===== src/rtl/imem_boot_loader_if.sv =====
// ============================================================================
// imem_boot_loader_if : byte-stream input and imem write port of the loader
// Revision 1.0
// ============================================================================
`default_nettype none

interface imem_boot_loader_if #(
  parameter int ADDR_WIDTH = 10
);
  logic [7:0]            rx_data;
  logic                  rx_valid;
  logic                  rx_ready;
  logic                  imem_we;
  logic [ADDR_WIDTH-1:0] imem_addr;
  logic [31:0]           imem_wdata;

  // Byte source and memory sink side
  modport master (
    output rx_data, rx_valid,
    input  rx_ready, imem_we, imem_addr, imem_wdata
  );

  // Loader side
  modport slave (
    input  rx_data, rx_valid,
    output rx_ready, imem_we, imem_addr, imem_wdata
  );
endinterface

`default_nettype wire


===== src/rtl/imem_boot_loader.sv =====
// ============================================================================
// imem_boot_loader : loads a length-prefixed LE word image into imem, then
// releases the core reset. Revision 1.0
// ============================================================================
`default_nettype none

module imem_boot_loader #(
  parameter int ADDR_WIDTH = 10
) (
  input  logic                clk,
  input  logic                rst,
  imem_boot_loader_if.slave   bus,
  output logic                core_rst,
  output logic                done,
  output logic                error
);

  localparam logic [16:0] CAPACITY = 17'(1) << ADDR_WIDTH;

  typedef enum logic [2:0] {
    S_LEN_LO = 3'd0,
    S_LEN_HI = 3'd1,
    S_DATA   = 3'd2,
    S_WRITE  = 3'd3,
    S_RUN    = 3'd4,
    S_ERR    = 3'd5
  } state_t;

  state_t                state_q, state_d;
  logic [15:0]           len_q, len_d;
  logic [1:0]            byte_idx_q, byte_idx_d;
  logic [ADDR_WIDTH-1:0] word_idx_q, word_idx_d;
  logic [31:0]           word_q, word_d;
  logic                  imem_we_q, imem_we_d;
  logic [ADDR_WIDTH-1:0] imem_addr_q, imem_addr_d;
  logic [31:0]           imem_wdata_q, imem_wdata_d;
  logic                  core_rst_q, core_rst_d;
  logic                  done_q, done_d;
  logic                  error_q, error_d;

  logic                  rx_ready_w;
  logic                  accept_w;
  logic [15:0]           len_new_w;

  // rst gates ready combinationally so nothing is offered during reset
  assign rx_ready_w = rst && ((state_q == S_LEN_LO) || (state_q == S_LEN_HI) ||
                              (state_q == S_DATA));
  assign accept_w   = bus.rx_valid && rx_ready_w;
  assign len_new_w  = {bus.rx_data, len_q[7:0]};

  always_comb begin
    state_d      = state_q;
    len_d        = len_q;
    byte_idx_d   = byte_idx_q;
    word_idx_d   = word_idx_q;
    word_d       = word_q;
    imem_we_d    = 1'b0;
    imem_addr_d  = imem_addr_q;
    imem_wdata_d = imem_wdata_q;

    case (state_q)
      S_LEN_LO: begin
        if (accept_w) begin
          len_d[7:0] = bus.rx_data;
          state_d    = S_LEN_HI;
        end
      end
      S_LEN_HI: begin
        if (accept_w) begin
          len_d[15:8] = bus.rx_data;
          if (len_new_w == 16'd0) begin
            state_d = S_RUN;
          end else if ({1'b0, len_new_w} > CAPACITY) begin
            state_d = S_ERR;
          end else begin
            state_d    = S_DATA;
            byte_idx_d = 2'd0;
            word_idx_d = '0;
          end
        end
      end
      S_DATA: begin
        if (accept_w) begin
          word_d[{byte_idx_q, 3'b000} +: 8] = bus.rx_data;
          byte_idx_d = byte_idx_q + 2'd1;
          // Fourth byte: register the strobe now so it is seen in WRITE
          if (byte_idx_q == 2'd3) begin
            state_d      = S_WRITE;
            imem_we_d    = 1'b1;
            imem_addr_d  = word_idx_q;
            imem_wdata_d = {bus.rx_data, word_q[23:0]};
          end
        end
      end
      S_WRITE: begin
        if ((17'(word_idx_q) + 17'd1) == {1'b0, len_q}) begin
          state_d = S_RUN;
        end else begin
          word_idx_d = word_idx_q + 1'b1;
          state_d    = S_DATA;
        end
      end
      S_RUN:   state_d = S_RUN;
      S_ERR:   state_d = S_ERR;
      default: state_d = S_LEN_LO;
    endcase

    core_rst_d = (state_d == S_RUN);
    done_d     = (state_d == S_RUN);
    error_d    = (state_d == S_ERR);
  end

  always_ff @(posedge clk or negedge rst) begin
    if (!rst) begin
      state_q      <= S_LEN_LO;
      len_q        <= 16'd0;
      byte_idx_q   <= 2'd0;
      word_idx_q   <= '0;
      word_q       <= 32'd0;
      imem_we_q    <= 1'b0;
      imem_addr_q  <= '0;
      imem_wdata_q <= 32'd0;
      core_rst_q   <= 1'b0;
      done_q       <= 1'b0;
      error_q      <= 1'b0;
    end else begin
      state_q      <= state_d;
      len_q        <= len_d;
      byte_idx_q   <= byte_idx_d;
      word_idx_q   <= word_idx_d;
      word_q       <= word_d;
      imem_we_q    <= imem_we_d;
      imem_addr_q  <= imem_addr_d;
      imem_wdata_q <= imem_wdata_d;
      core_rst_q   <= core_rst_d;
      done_q       <= done_d;
      error_q      <= error_d;
    end
  end

  assign bus.rx_ready   = rx_ready_w;
  assign bus.imem_we    = imem_we_q;
  assign bus.imem_addr  = imem_addr_q;
  assign bus.imem_wdata = imem_wdata_q;
  assign core_rst       = core_rst_q;
  assign done           = done_q;
  assign error          = error_q;

endmodule

`default_nettype wire


===== src/flat_wrapper.sv =====
// flat-port wrapper written by rule: the top's interface ports become plain ports
module imem_boot_loader_flat 
#(
  parameter int ADDR_WIDTH = 10
)
  (clk, rst, core_rst, done, error, bus_rx_data, bus_rx_valid, bus_rx_ready, bus_imem_we, bus_imem_addr, bus_imem_wdata);
  imem_boot_loader_if #(.ADDR_WIDTH(ADDR_WIDTH)) bus_i ();
  input  logic clk;
  input  logic rst;
  output logic core_rst;
  output logic done;
  output logic error;
  input wire logic [$bits(bus_i.rx_data)-1:0] bus_rx_data;
  input wire logic [$bits(bus_i.rx_valid)-1:0] bus_rx_valid;
  output wire logic [$bits(bus_i.rx_ready)-1:0] bus_rx_ready;
  output wire logic [$bits(bus_i.imem_we)-1:0] bus_imem_we;
  output wire logic [$bits(bus_i.imem_addr)-1:0] bus_imem_addr;
  output wire logic [$bits(bus_i.imem_wdata)-1:0] bus_imem_wdata;
  assign bus_i.rx_data = bus_rx_data;
  assign bus_i.rx_valid = bus_rx_valid;
  assign bus_rx_ready = bus_i.rx_ready;
  assign bus_imem_we = bus_i.imem_we;
  assign bus_imem_addr = bus_i.imem_addr;
  assign bus_imem_wdata = bus_i.imem_wdata;
  imem_boot_loader #(.ADDR_WIDTH(ADDR_WIDTH)) u_core (.clk(clk), .rst(rst), .bus(bus_i), .core_rst(core_rst), .done(done), .error(error));
endmodule

===== config.mk =====
export PLATFORM = sky130hd
export DESIGN_NAME = imem_boot_loader_flat
export DESIGN_NICKNAME = d
export VERILOG_FILES = /design/src/rtl/imem_boot_loader_if.sv /design/src/rtl/imem_boot_loader.sv /design/src/flat_wrapper.sv
export SDC_FILE = /design/constraint.sdc
export NUM_CORES = 1
export LEC_CHECK = 0
export ABC_AREA = 1
export CORE_AREA = 2 2 111 113
export CTS_BUF_LIST = sky130_fd_sc_hd__clkbuf_4 sky130_fd_sc_hd__clkbuf_8
export DETAILED_ROUTE_END_ITERATION = 16
export DIE_AREA = 0 0 113 115
export DONT_BUFFER_PORTS = 1
export PLACE_DENSITY = 0.49
export SKIP_CTS_REPAIR_TIMING = 1
export SKIP_LAST_GASP = 1
export SLEW_MARGIN = 20
export SYNTH_ARGS = -nofsm -noshare
export SYNTH_HDL_FRONTEND = slang
export SYNTH_SLANG_ARGS = --single-unit

===== constraint.sdc =====
create_clock -name clk -period 4.4 [get_ports clk]
set_input_delay 0.66 -clock clk [delete_from_list [all_inputs] [get_ports clk]]
set_output_delay 0.66 -clock clk [all_outputs]
set_load 0.005 [all_outputs]

# Word level (Yosys, flattened, before mapping)
# Cells that the tools add are included.
[op_classes] reduce_logical=14 shifts=2 n_eq_ne=14 magnitude_cmp=1 n_mux=22 add_sub_neg=4
[op_table] operator="two-way mux 10 bit" n=4
[op_table] operator="bitwise mux 32 bit" n=1
[op_table] operator="variable shift 8 x 7 -> 32 bit, first input constant" n=1
[op_table] operator="variable part select 8 x 7 -> 32 bit" n=1
[op_table] operator="two-way mux 3 bit" n=7
[op_table] operator="case mux 10 bit (2 select lines)" n=1
[op_table] operator="case mux 3 bit (6 select lines)" n=1
[op_table] operator="== test 17 x 16 -> 1 bit" n=1
[op_table] operator="greater-than comparator 16 x 11 -> 1 bit, second input constant" n=1
[op_table] operator="logical NOT 16 bit" n=1
[op_table] operator="== test 3 bit, second input constant" n=4
[op_table] operator="adder 10 x 1 -> 11 bit, second input constant" n=1
[op_table] operator="adder 10 x 1 -> 10 bit, second input constant" n=1
[op_table] operator="AND reduction 5 bit" n=2
[op_table] operator="two-way mux 2 bit" n=4
[op_table] operator="negator 5 -> 7 bit" n=1
[op_table] operator="== test 3 x 2 -> 1 bit, second input constant" n=2
[op_table] operator="!= test 2 bit, second input constant" n=3
[op_table] operator="AND reduction 2 bit" n=3
[op_table] operator="!= test 2 x 1 -> 1 bit, second input constant" n=2
[op_table] operator="case mux 2 bit (2 select lines)" n=1
[op_table] operator="nonzero test 2 bit" n=2
[op_table] operator="== test 3 x 1 -> 1 bit, second input constant" n=1
[op_table] operator="logical NOT 3 bit" n=1
[op_table] operator="6 further kinds" n=10
[word_totals] output_inout_bits=47 wordCells=68 inputBits=11 ff_bits=108

# Logic depth before layout (Yosys ltp)
# Gate-level depths: netlist of run 1.
[logic_depth] depth_word=8 depth_mapped=16 mapped_depth_nobuf=16

# Worst setup path before layout of run 1
# OpenSTA, ideal clock, no wires.
[synth_timing] kind="register to register" startpoint="register u_core.byte_idx_q[0]" endpoint="register u_core.word_q[0]" t_arrival_ns=1.739 n_path_buf=1 stages_incl_launch_ff=7 setup_ns=0.083 synth_period_minus_slack_ns=1.821 path_slack_ns=2.579 required_time_ns=4.317 cell_sequence="dfrtp_1 inv_1 ha_1 buf_1 nor3b_1 nand3_1 o21ai_0"
[synth_via] elab_chain_cells=3 elab_cells_between_ends=4 classes_between="add/sub: 1; shift: 2; mux: 1"
[synth_rtl] element="start: declaration" line_no="imem_boot_loader.sv:31" text="logic [1:0] byte_idx_q, byte_idx_d;"
[synth_rtl] element="start signal: assignment" line_no="imem_boot_loader.sv:129" text="byte_idx_q <= byte_idx_d;"
[synth_rtl] element="negator 5 -> 7 bit (*)" line_no="imem_boot_loader.sv:84" text="word_d[{byte_idx_q, 3'b000} +: 8] = bus.rx_data;"
[synth_rtl] element="variable part select 8 x 7 -> 32 bit / variable shift 8 x 7 -> 32 bit (equally long branches)" line_no="imem_boot_loader.sv:84"
[synth_rtl] element="bitwise mux 32 bit (*)" line_no="imem_boot_loader.sv:84"
[synth_rtl] element="end signal: assignment" line_no="imem_boot_loader.sv:131" text="word_q <= word_d;"
[synth_rtl] element="end: declaration" line_no="imem_boot_loader.sv:33" text="logic [31:0] word_q, word_d;"
# Every way passes the cells marked *; elsewhere a longest branch is shown, timed or not.
# A chain may end at the register's enable or synchronous reset.

# Worst setup path in the final report of run 1
[layout_timing] startpoint="register u_core.byte_idx_q[0]" endpoint="register u_core.word_q[3]"
# The elaborated chain is that of the path after synthesis.

==> qor.csv, run 1 <==
stage;metric;value;unit
status;run_status;complete, no violations;
synthesis;syn-num-nets;557;
synthesis;syn_avg_cell_area;8.506;um^2
global_routing;antenna_found_initial;0;
sta;rsz0062_at_grt;no;
finish;fillerInstances;1207;
clock_tree;cts_inserted_buffers;9;
synthesis;yosys_warnings;0;
synthesis;synth_top_family_by_area;simple AND/OR/NAND/NOR gates;
clock_tree;cts_sinks;100;
critical_path;cp_cell_sequence;inv_1 > ha_1 > nor3b_1 > nand3_1 > o21ai_0;
synthesis;synthMuxAreaShare;0;
clock_tree;clk_pin_slew;0.09;ns
synthesis;yosys_most_used_dff;dfrtp_1;
hold_path;hold_path.class;in2async;
routing;avgViaCountPerCell;4.900;
critical_path;path_class;reg2reg;
finish;final_cell_mix;145 x nand2_1, 100 x dfrtp_1, 84 x o21ai_0;
power;finalPower;0.003110;W
routing;wirelength;10.30;mm
floorplanning;io_pins;58;
clock_tree;clk_latency;0.37;ns
clock_tree;tritoncts;built;
place;dp_cells;671;
place;io_buffers;0;
synthesis;synth_top_area_share;0.5448;
critical_path;cp.required;4.70;ns
clock_tree;htreeDepth;3;
power;peakVddDrop;0.2601;mV
floorplanning;die_h;115;um
global_routing;grt_remaining_overflow;0;
synthesis;synth_xor_xnor_area_share;0.003814;
sta;skew;0.008773;ns
power;pwr_density_cell;632.5;nW/um^2
synthesis;synth.distinct_cells;31;
synthesis;synth_simple_gate_area_frac;0.2550;
finish;fin_nets;553;
synthesis;synth_adder_area_share;0.01634;
synthesis;ys_seq_area_frac;0.5448;
sta;slew_violations;0;
critical_path;critical-path-top-delay-family;simple AND/OR/NAND/NOR gates;
place;dp_hpwl;7.078;mm
clock_tree;cts.path.max_buffers;2;
synthesis;synth_edf_count;0;
finish;layout-drive-gt1-share;0.08704;
sta;fin_crit_sh;0.5273;
sta;max_slew_margin;0.4155;
critical_path;cp_data_arrival_time;2.62;ns
synthesis;synth_cells;540;
place;routabilityCongestion;0.8341;
clock_tree;cts.root.buffer_cell;clkbuf_8;
finish;syn2layout_area_growth;7.055;%
synthesis;ys_top_cells_by_area;dfrtp_1 54%, nand2_1 12%, o21ai_0 9.2%, inv_1 5.9%, nand4_1 3.1%;
sta;fin_crit;2.320;ns
finish;antenna_cells;0;
sta;fin_ws;2.080;ns
routing;vias;3366;
critical_path;startpoint_type;flip-flop;
sta;tns;0;ns
synthesis;synth.ff_latch_count;100;
finish;fin_util;0.4163;
finish;finalNonFillerCells;687;
global_routing;grt_max_degree;102;
floorplanning;rows;40;
sta;setup_viol_count_final;0;
synthesis;synth_top_area_cell;dfrtp_1;
critical_path;crit_slowest_cell;nor3b_1;
place;dp_slack;1.953;ns
critical_path;endpoint_kind;flip-flop;
synthesis;synth.cell_area;4593;um^2
critical_path;worst-path-max-fanout;18;
power;leakagePower;2.389;nW
global_routing;grt_pass1_vias;3359;
finish;final_common_cell;nand2_1;
sta;max_freq;431.0;MHz
routing;routedWlPerCell;14.99;um
floorplanning;start_util;0.3889;
critical_path;worst-path-buf-inv;1;
floorplanning;coreArea;11810;um^2
global_routing;grt.total_usage;0.1714;
routing;drt_iter0_drc;192;
job;max-cap-violations;0;
floorplanning;die_w;113;um
global_routing;grt_pass1_wl;17.37;mm
routing;drc;0;
floorplanning;dieArea;13000;um^2
synthesis;ys_async_sr_fraction;1.000;
routing;drtPass1Iterations;4;
critical_path;cpPeakStageDelay;0.82;ns
synthesis;synth_compound_area_frac;0.09943;
sta;hold_viol_final;0;
sta;tightestPinTransition;0.8748;ns
routing;ant_nets;0;
-- registers in the layout, summed over array words and instances (netlist names) --
name	flops
u_core.bus.imem_addr	10
u_core.bus.imem_wdata	32
u_core.bus.imem_we	1
u_core.byte_idx_q	2
u_core.core_rst	1
u_core.error	1
u_core.len_q	16
u_core.state_q	3
u_core.word_idx_q	10
u_core.word_q	24
-- layout make-up --
| type | count | area, um^2 | area share |
|---|---|---|---|
| clock inverter | 3 | 22.52 | 0.004580 |
| sequential | 100 | 2502 | 0.5089 |
| tap | 147 | 183.9 | 0.03740 |
| multi-input combinational | 346 | 1723 | 0.3504 |
| inverter | 77 | 291.5 | 0.05929 |
| timing repair buffer | 2 | 35.03 | 0.007125 |
| clock buffer | 12 | 158.9 | 0.03232 |
-- stage by stage --
stage | area, um^2 | hold WS, ns
2_1_floorplan | 4593 | 0.3644
3_3_place_gp | 4708 | 0.3692
3_5_place_dp | 4708 | 0.3696
4_1_cts | 4890 | -0.04451
5_1_grt | 4917 | 0.2297
6_report | 4917 | 0.2112
-- worst reg2reg max path, stage by stage, from the launching register on --
cell,delay (ns)
dfrtp_1,0.47
inv_1,0.13
ha_1,0.56
nor3b_1,0.82
nand3_1,0.16
o21ai_0,0.11
-- power by group --
group,switching [W],total (W),internal [W]
combinational,0.000628,0.000958,0.000330
sequential,0.000296,0.00160,0.00130
clock,0.000310,0.000551,0.000241
-- Yosys cell counts (2+ instances only) --
master	count
nor2_1	21
inv_1	72
inv_2	3
buf_2	9
nand4_1	23
nor3_1	3
nand2_4	2
nor2_2	4
dfrtp_1	100
ha_1	6
nand3_2	2
nand3_1	27
nand2_1	146
a21oi_1	2
o21ai_0	84
nand2_2	8
xor2_1	2
nor2_4	7
o21ai_1	2
clkbuf_1	6
-- cell families after synthesis --
kind of cell | Yosys count
compound gates | 90
xor+xnor | 2
fa+ha+maj | 6
flops | 100
simple gates | 248
buf+inv | 94
-- final timing paths --
check | cells after the start | to | start | slack (ns)
min in group clk | 2 | u_core.len_q[9] | bus_rx_data[1] | 0.42
min reg2reg | 2 | u_core.len_q[11] | u_core.len_q[11] | 0.50
min | 1 | u_core.bus.imem_we | rst | 0.21
max reg2reg | 5 | u_core.word_q[3] | u_core.byte_idx_q[0] | 2.08
max in group asynchronous | 1 | u_core.len_q[0] | rst | 3.81
max | 5 | u_core.word_q[3] | u_core.byte_idx_q[0] | 2.08
-- metal layers --
layer | track usage | part of all wire
met4 | 0.06341 | 0.016
met3 | 0.04323 | 0.050
met1 | 0.2317 | 0.47
met2 | 0.2687 | 0.46
met5 | 0 | 0
No activity file was read; power rests on OpenSTA's default activity.
==> run 2, diff against run 1 <==
Settings changed: PLACE_DENSITY 0.49 to 0.51.
Clock period 4.4 ns to 2.1 ns, I/O delays scaled along.
==> qor.csv, run 2 (synthesized netlist as in run 1, its figures left out) <==
stage;metric;value;unit;change
status;run_status;complete, but fails checks;;was complete, no violations
status;failed_checks;DRC, hold timing;;
routing;routedWlPerCell;15.09;um;was 14.99 um
finish;final_common_cell;nand2_1;;unchanged
global_routing;grt_pass1_wl;17.38;mm;was 17.37 mm
clock_tree;clk_latency;0.38;ns;was 0.37 ns
hold_path;hold_path.class;in2async;;unchanged
clock_tree;clk_pin_slew;0.09;ns;about the same
critical_path;cp_common_cell;nand2_2;;
routing;drc;2;;was 0
finish;fillerInstances;1211;;was 1207
critical_path;endpoint_kind;flip-flop;;unchanged
place;dp_hpwl;7.125;mm;was 7.078 mm
power;leakagePower;2.440;nW;was 2.389 nW
routing;vias;3387;;was 3366
global_routing;grt_pass1_vias;3277;;was 3359
floorplanning;io_pins;58;;unchanged
routing;ant_nets;0;;unchanged
floorplanning;rows;40;;unchanged
routing;avgViaCountPerCell;4.866;;was 4.900
critical_path;crit_slowest_cell;dfrtp_2;;was nor3b_1
floorplanning;coreArea;11810;um^2;unchanged
critical_path;cp.required;2.42;ns;was 4.70 ns
sta;fin_crit;1.901;ns;was 2.320 ns
routing;drt_iter0_drc;196;;was 192
sta;setup_viol_count_final;0;;unchanged
place;placed_area;4758;um^2;was 4708 um^2
power;p_sw;0.002661;W;was 0.001234 W
critical_path;cp_cell_sequence;ha_4 > nand2_2 > nor2_4 > nand2_2 > nand2_2 > nor2_1 > nor2_1 > nand3_1 > nor2_4 > nand3_4 > nand2_8 > nand2_1 > nand2_1;;was inv_1 > ha_1 > nor3b_1 > nand3_1 > o21ai_0
power;swShare;0.3925;;was 0.3968
global_routing;grt_max_degree;102;;unchanged
finish;antenna_cells;0;;unchanged
critical_path;cpPeakStageDelay;0.45;ns;was 0.82 ns
sta;tns;0;ns;unchanged
floorplanning;start_util;0.3889;;unchanged
clock_tree;htreeDepth;3;;unchanged
critical_path;path_class;reg2reg;;unchanged
power;p_seq_frac;0.497;;was 0.515
sta;skew;0.007257;ns;was 0.008773 ns
floorplanning;dieArea;13000;um^2;unchanged
clock_tree;tritoncts;built;;unchanged
clock_tree;cts_sinks;100;;unchanged
floorplanning;die_w;113;um;unchanged
place;io_buffers;0;;unchanged
clock_tree;cts.root.buffer_cell;clkbuf_8;;unchanged
sta;hold_viol_final;100;;was 0
finish;fin_nets;561;;was 553
global_routing;antenna_found_initial;0;;unchanged
sta;rsz0062_at_grt;no;;unchanged
power;p_clk_frac;0.186;;was 0.177
sta;max_slew_margin;0.5787;;was 0.4155
global_routing;grt.total_usage;0.1731;;was 0.1714
sta;max_freq;526.2;MHz;was 431.0 MHz
job;max-cap-violations;0;;unchanged
sta;whs;-0.3763;ns;was 0.2112 ns
sta;fin_crit_sh;0.9050;;was 0.5273
global_routing;grt_remaining_overflow;0;;unchanged
floorplanning;die_h;115;um;unchanged
place;routabilityCongestion;0.8690;;was 0.8341
critical_path;cp_data_arrival_time;2.22;ns;was 2.62 ns
clock_tree;cts.path.max_buffers;2;;unchanged
finish;finish.instance_area;5021;um^2;was 4917 um^2
critical_path;startpoint_type;flip-flop;;unchanged
finish;syn2layout_area_growth;9.316;%;was 7.055%
finish;layout-drive-gt1-share;0.1093;;was 0.08704
routing;drtPass1Iterations;10;;was 4
sta;slew_violations;0;;unchanged
power;comb_power_share;0.317;;was 0.308
power;p_int;0.004118;W;was 0.001876 W
clock_tree;cts_inserted_buffers;9;;unchanged
critical_path;worst-path-max-fanout;10;;was 18
routing;wirelength;10.51;mm;was 10.30 mm
sta;tightestPinTransition;0.6296;ns;was 0.8748 ns
finish;largest_reg_flops;32;;unchanged
power;pwr_density_cell;1350;nW/um^2;was 632.5 nW/um^2
finish;final_cell_mix;145 x nand2_1, 98 x dfrtp_1, 84 x o21ai_0;;was 145 x nand2_1, 100 x dfrtp_1, 84 x o21ai_0
power;peakVddDrop;0.6016;mV;was 0.2601 mV
==> run 2: changes by cell type in the layout (fill, tap and decap cells not counted), moves of 2 or more <==
cell / change
dfrtp_1: -2
dfrtp_2: +2
clkbuf_8: -2
clkinvlp_4: +2
buf_4: +8
==> run 2: layer usage <==
layer,vias to the layer above,wire length [um],global-route usage
li1,1730,-,-
met1,1558,4852,0.2366
met2,82,4732,0.2591
met3,17,661,0.04481
met4,0,258,0.08130
met5,-,0,0
==> run 2: critical path, delay by kind of cell, from the launching register on <==
family | cells | cell delay (ns)
DFF | 1 | 0.45
and+or+nand+nor | 12 | 1.21
adders and majority gates | 1 | 0.16
==> run 2: through the flow <==
stage / instances / hold slack [ns] / worst slack (ns) / utilization / total power, W
finish: 696 / -0.3763 / 0.1994 / 0.4251 / 0.006780
global route: 696 / -0.3988 / 0.002220 / 0.4251 / 0.007392
CTS: 692 / -0.4014 / 0.08295 / 0.4199 / 0.006770
detailed placement: 676 / 0.02364 / 0.1133 / 0.4029 / 0.005456
global placement: 676 / 0.02382 / 0.1694 / 0.4029 / 0.005413
floorplan: 540 / 0.01941 / 0.2788 / - / 0.004840
==> run 2: path summary, 6_finish.rpt <==
check	cells past startpoint	end	slack, ns	from
min	0	u_core.bus.imem_addr[6]	-0.38	rst
min reg2reg	2	u_core.len_q[12]	0.50	u_core.len_q[12]
min in group clk	2	u_core.len_q[14]	0.06	bus_rx_data[6]
max	13	u_core.word_idx_q[0]	0.20	u_core.word_idx_q[0]
max reg2reg	13	u_core.word_idx_q[0]	0.20	u_core.word_idx_q[0]
max in group asynchronous	0	u_core.word_idx_q[1]	2.29	rst
==> run 2: power by group through the flow <==
stage / clock network (W) / logic [W] / registers (W)
2_1_floorplan: 0 / 0.00162 / 0.00322
3_3_place_gp: 0 / 0.00201 / 0.00340
3_5_place_dp: 0 / 0.00205 / 0.00340
4_1_cts: 0.00133 / 0.00207 / 0.00338
5_1_grt: 0.00139 / 0.00252 / 0.00349
6_report: 0.00126 / 0.00215 / 0.00337
==> run 2: cell type report <==
class / count / area (um^2) / area share
flip-flops and latches: 100 / 2505 / 0.4989
multi-input cells: 346 / 1752 / 0.3489
inverters: 77 / 291.5 / 0.05806
well taps: 147 / 183.9 / 0.03663
clock buffers: 11 / 138.9 / 0.02766
repair buffers: 10 / 87.58 / 0.01744
clock inverters: 5 / 62.56 / 0.01246
==> run 3, diff against run 2 <==
--- a/config.mk
+++ b/config.mk
@@ -6,9 +6,8 @@
 export NUM_CORES = 1
 export LEC_CHECK = 0
-export ABC_AREA = 1
-export CORE_AREA = 2 2 111 113
+export CORE_AREA = 2 2 110 112
 export CTS_BUF_LIST = sky130_fd_sc_hd__clkbuf_4 sky130_fd_sc_hd__clkbuf_8
 export DETAILED_ROUTE_END_ITERATION = 16
-export DIE_AREA = 0 0 113 115
+export DIE_AREA = 0 0 112 114
 export DONT_BUFFER_PORTS = 1
 export PLACE_DENSITY = 0.51
==> constraint.sdc (replaced) <==
create_clock -name clk -period 2.1 [get_ports clk]
set_input_delay 0.315 -clock clk [delete_from_list [all_inputs] [get_ports clk]]
set_output_delay 0.315 -clock clk [all_outputs]
set_load 0.1 [all_outputs]
==> qor.csv, run 3 <==
stage;metric;value;unit;change
sta;whs;-0.3747;ns;was -0.3763 ns
synthesis;synth_top_area_cell;dfrtp_1;;unchanged
finish;final_common_cell;dfrtp_1;;was nand2_1
sta;fin_crit;2.197;ns;was 1.901 ns
critical_path;endpoint_kind;flip-flop;;unchanged
sta;setup_viol_count_final;11;;was 0
synthesis;synth.ff_latch_count;100;;unchanged
synthesis;yosys_most_used_dff;dfrtp_1;;unchanged
critical_path;path_class;reg2reg;;unchanged
sta;hold_viol_final;100;;unchanged
critical_path;cp-endpoint;u_core.word_idx_q[3];;was u_core.word_idx_q[0]
finish;syn2layout_area_growth;13.77;%;was 9.316%
global_routing;grt.total_usage;0.1648;;was 0.1731
place;placed_area;4896;um^2;was 4758 um^2
finish;largest_reg_flops;32;;unchanged
critical_path;cp_data_arrival_time;2.51;ns;was 2.22 ns
job;max-cap-violations;0;;unchanged
synthesis;yosysMostFrequentCell;dfrtp_1;;was nand2_1
status;run_status;complete, but fails checks;;unchanged
clock_tree;cts.root.buffer_cell;clkbuf_8;;unchanged
synthesis;syn_avg_cell_area;11.43;um^2;was 8.506 um^2
floorplanning;dieArea;12770;um^2;was 13000 um^2
clock_tree;tritoncts;built;;unchanged
finish;layout-drive-gt1-share;0.3225;;was 0.1093
floorplanning;die_h;114;um;was 115 um
place;io_buffers;0;;unchanged
critical_path;startpoint_type;flip-flop;;unchanged
clock_tree;cts_inserted_buffers;9;;unchanged
floorplanning;start_util;0.3864;;was 0.3889
place;dp_slack;-0.1034;ns;was 0.1133 ns
finish;final_cell_mix;99 x dfrtp_1, 64 x nand2_1, 58 x mux2_2;;was 145 x nand2_1, 98 x dfrtp_1, 84 x o21ai_0
synthesis;synth_edf_count;0;;unchanged
place;dp_hpwl;6.677;mm;was 7.125 mm
clock_tree;clk_latency;0.37;ns;was 0.38 ns
finish;antenna_cells;0;;unchanged
clock_tree;cts_sinks;100;;unchanged
routing;avgViaCountPerCell;5.164;;was 4.866
clock_tree;clk_pin_slew;0.10;ns;was 0.09 ns
synthesis;synth_top_area_share;0.5529;;was 0.5448
routing;vias;2985;;was 3387
sta;max_freq;455.3;MHz;was 526.2 MHz
floorplanning;die_w;112;um;was 113 um
global_routing;grt_pass1_wl;16.24;mm;was 17.38 mm
sta;skew;0.01255;ns;was 0.007257 ns
routing;ant_nets;0;;unchanged
critical_path;r2r-start;u_core.word_idx_q[0];;unchanged
synthesis;synth.distinct_cells;46;;was 31
sta;rsz0062_at_grt;yes;;was no
routing;drt_iter0_drc;152;;was 196
hold_path;hold_path.class;in2async;;unchanged
floorplanning;coreArea;11710;um^2;was 11810 um^2
routing;drtPass1Iterations;4;;was 10
global_routing;antenna_found_initial;0;;unchanged
sta;fin_crit_sh;1.046;;was 0.9050
synthesis;synth_common_cells;100 x dfrtp_1, 68 x nand2_1, 58 x mux2_2, 29 x o21ai_0, 13 x nor2_1;;was 146 x nand2_1, 100 x dfrtp_1, 84 x o21ai_0, 72 x inv_1, 27 x nand3_1
critical_path;reg2reg_slack;-0.1;ns;was 0.20 ns
power;finalPower;0.003183;W;was 0.006780 W
finish;fin_nets;443;;was 561
critical_path;cp.required;2.41;ns;was 2.42 ns
critical_path;cp-startpoint;u_core.word_idx_q[0];;unchanged
global_routing;grt_max_degree;103;;was 102
floorplanning;io_pins;58;;unchanged
synthesis;yosys_warnings;0;;unchanged
sta;slew_violations;0;;unchanged
routing;drc;0;;was 2
global_routing;grt_pass1_vias;3009;;was 3277
synthesis;ys_seq_area_frac;0.5529;;was 0.5448
routing;routedWlPerCell;17.16;um;was 15.09 um
critical_path;r2r_end;u_core.word_idx_q[3];;was u_core.word_idx_q[0]
synthesis;synth_cells;396;;was 540
finish;finish.instance_area;5149;um^2;was 5021 um^2
floorplanning;rows;40;;unchanged
critical_path;reg2reg_depth;9;;was 13
synthesis;ys_top_cells_by_area;dfrtp_1 55%, mux2_2 14%, nand2_1 5.6%, o21ai_0 3.2%, xnor2_1 1.7%;;was dfrtp_1 54%, nand2_1 12%, o21ai_0 9.2%, inv_1 5.9%, nand4_1 3.1%
clock_tree;htreeDepth;3;;unchanged
power;pwr_density_cell;618.2;nW/um^2;was 1350 nW/um^2
routing;wirelength;9.921;mm;was 10.51 mm
synthesis;ys_async_sr_fraction;1.000;;unchanged
power;leakagePower;2.398;nW;was 2.440 nW
synthesis;synth.cell_area;4526;um^2;was 4593 um^2
sta;tightestPinTransition;0.9157;ns;was 0.6296 ns
critical_path;worst-path-max-fanout;10;;unchanged
place;routabilityCongestion;0.7988;;was 0.8690
status;failed_checks;hold timing, setup timing;;was DRC, hold timing
global_routing;grt_remaining_overflow;0;;unchanged
sta;fin_ws;-0.09652;ns;was 0.1994 ns
power;peakVddDrop;0.4233;mV;was 0.6016 mV
sta;max_slew_margin;0.3896;;was 0.5787
synthesis;syn-num-nets;413;;was 557
clock_tree;cts.path.max_buffers;2;;unchanged
[run 3: cell types whose count changed after synthesis, sizes merged, moves of 10 or more]
cell / change
inv: -70
mux2: +59
nand2: -88
nand3: -21
nand4: -19
nor2: -19
o21ai: -57
xnor2: +10
[run 3: cell type report]
class | count | area, um^2
clock buffers | 11 | 145.1
flip-flops and latches | 100 | 2504
well taps | 147 | 183.9
inverters | 6 | 22.52
repair buffers | 42 | 327.8
fillers | 1138 | 6563
multi-input cells | 267 | 1922
clock inverters | 5 | 43.79
[run 3: per-layer routing]
layer	vias up	global-route usage	routed length, um
li1	1440	-	-
met1	1477	0.2075	4362
met2	60	0.2804	4934
met3	8	0.05579	543
met4	0	0.03171	80
met5	-	0	0
[run 3: cell families (layout without fill, tap and decap cells)]
family | count (synthesis) | in the layout | share of synthesized area
AND/OR/NAND/NOR | 125 | 125 | 0.1360
flip-flops | 100 | 100 | 0.5529
multiplexers | 61 | 61 | 0.1512
AO/OA/AOI/OAI | 60 | 60 | 0.08046
buffers and inverters | 29 | 64 | 0.03207
XOR/XNOR | 15 | 15 | 0.03069
adder cells (fa/ha/maj) | 6 | 6 | 0.01659
[run 3: worst min path at each step]
stage	start	end	slack [ns]	depth (start not counted)
global placement	rst	u_core.bus.imem_wdata[18]	0.02	0
finish	rst	u_core.bus.imem_wdata[18]	-0.37	0
CTS	rst	u_core.bus.imem_wdata[17]	-0.40	0
floorplan	rst	u_core.bus.imem_addr[0]	0.02	0
global route	rst	u_core.bus.imem_wdata[17]	-0.41	0
detailed placement	rst	u_core.bus.imem_wdata[18]	0.02	0
[run 3: report_power, final]
group          switching, W  internal, W
Sequential        0.0000123      0.00193
Combinational     0.0000394    0.0000216
Clock              0.000686     0.000491
Total              0.000737      0.00245
[run 3: per-stage QoR]
stage               std cells    util   TNS (ns)  hold slack, ns
finish                    578  0.4396    -0.5760         -0.3747
CTS                       574  0.4342     -1.429         -0.4015
detailed placement        558  0.4181    -0.9315         0.02248
global placement          558  0.4181          0         0.02237
floorplan                 396       -  -0.006608         0.01941
global route              578  0.4396     -2.074         -0.4113
[run 3: worst max-delay path, cell delays in order (launching register included)]
cell	delay (ns)
dfrtp_1	0.42
ha_2	0.21
and4_1	0.20
nand4_1	0.14
buf_4	0.17
o21ai_1	0.12
mux2i_1	0.10
and4_4	0.21
or4_1	0.48
nand3_1	0.10
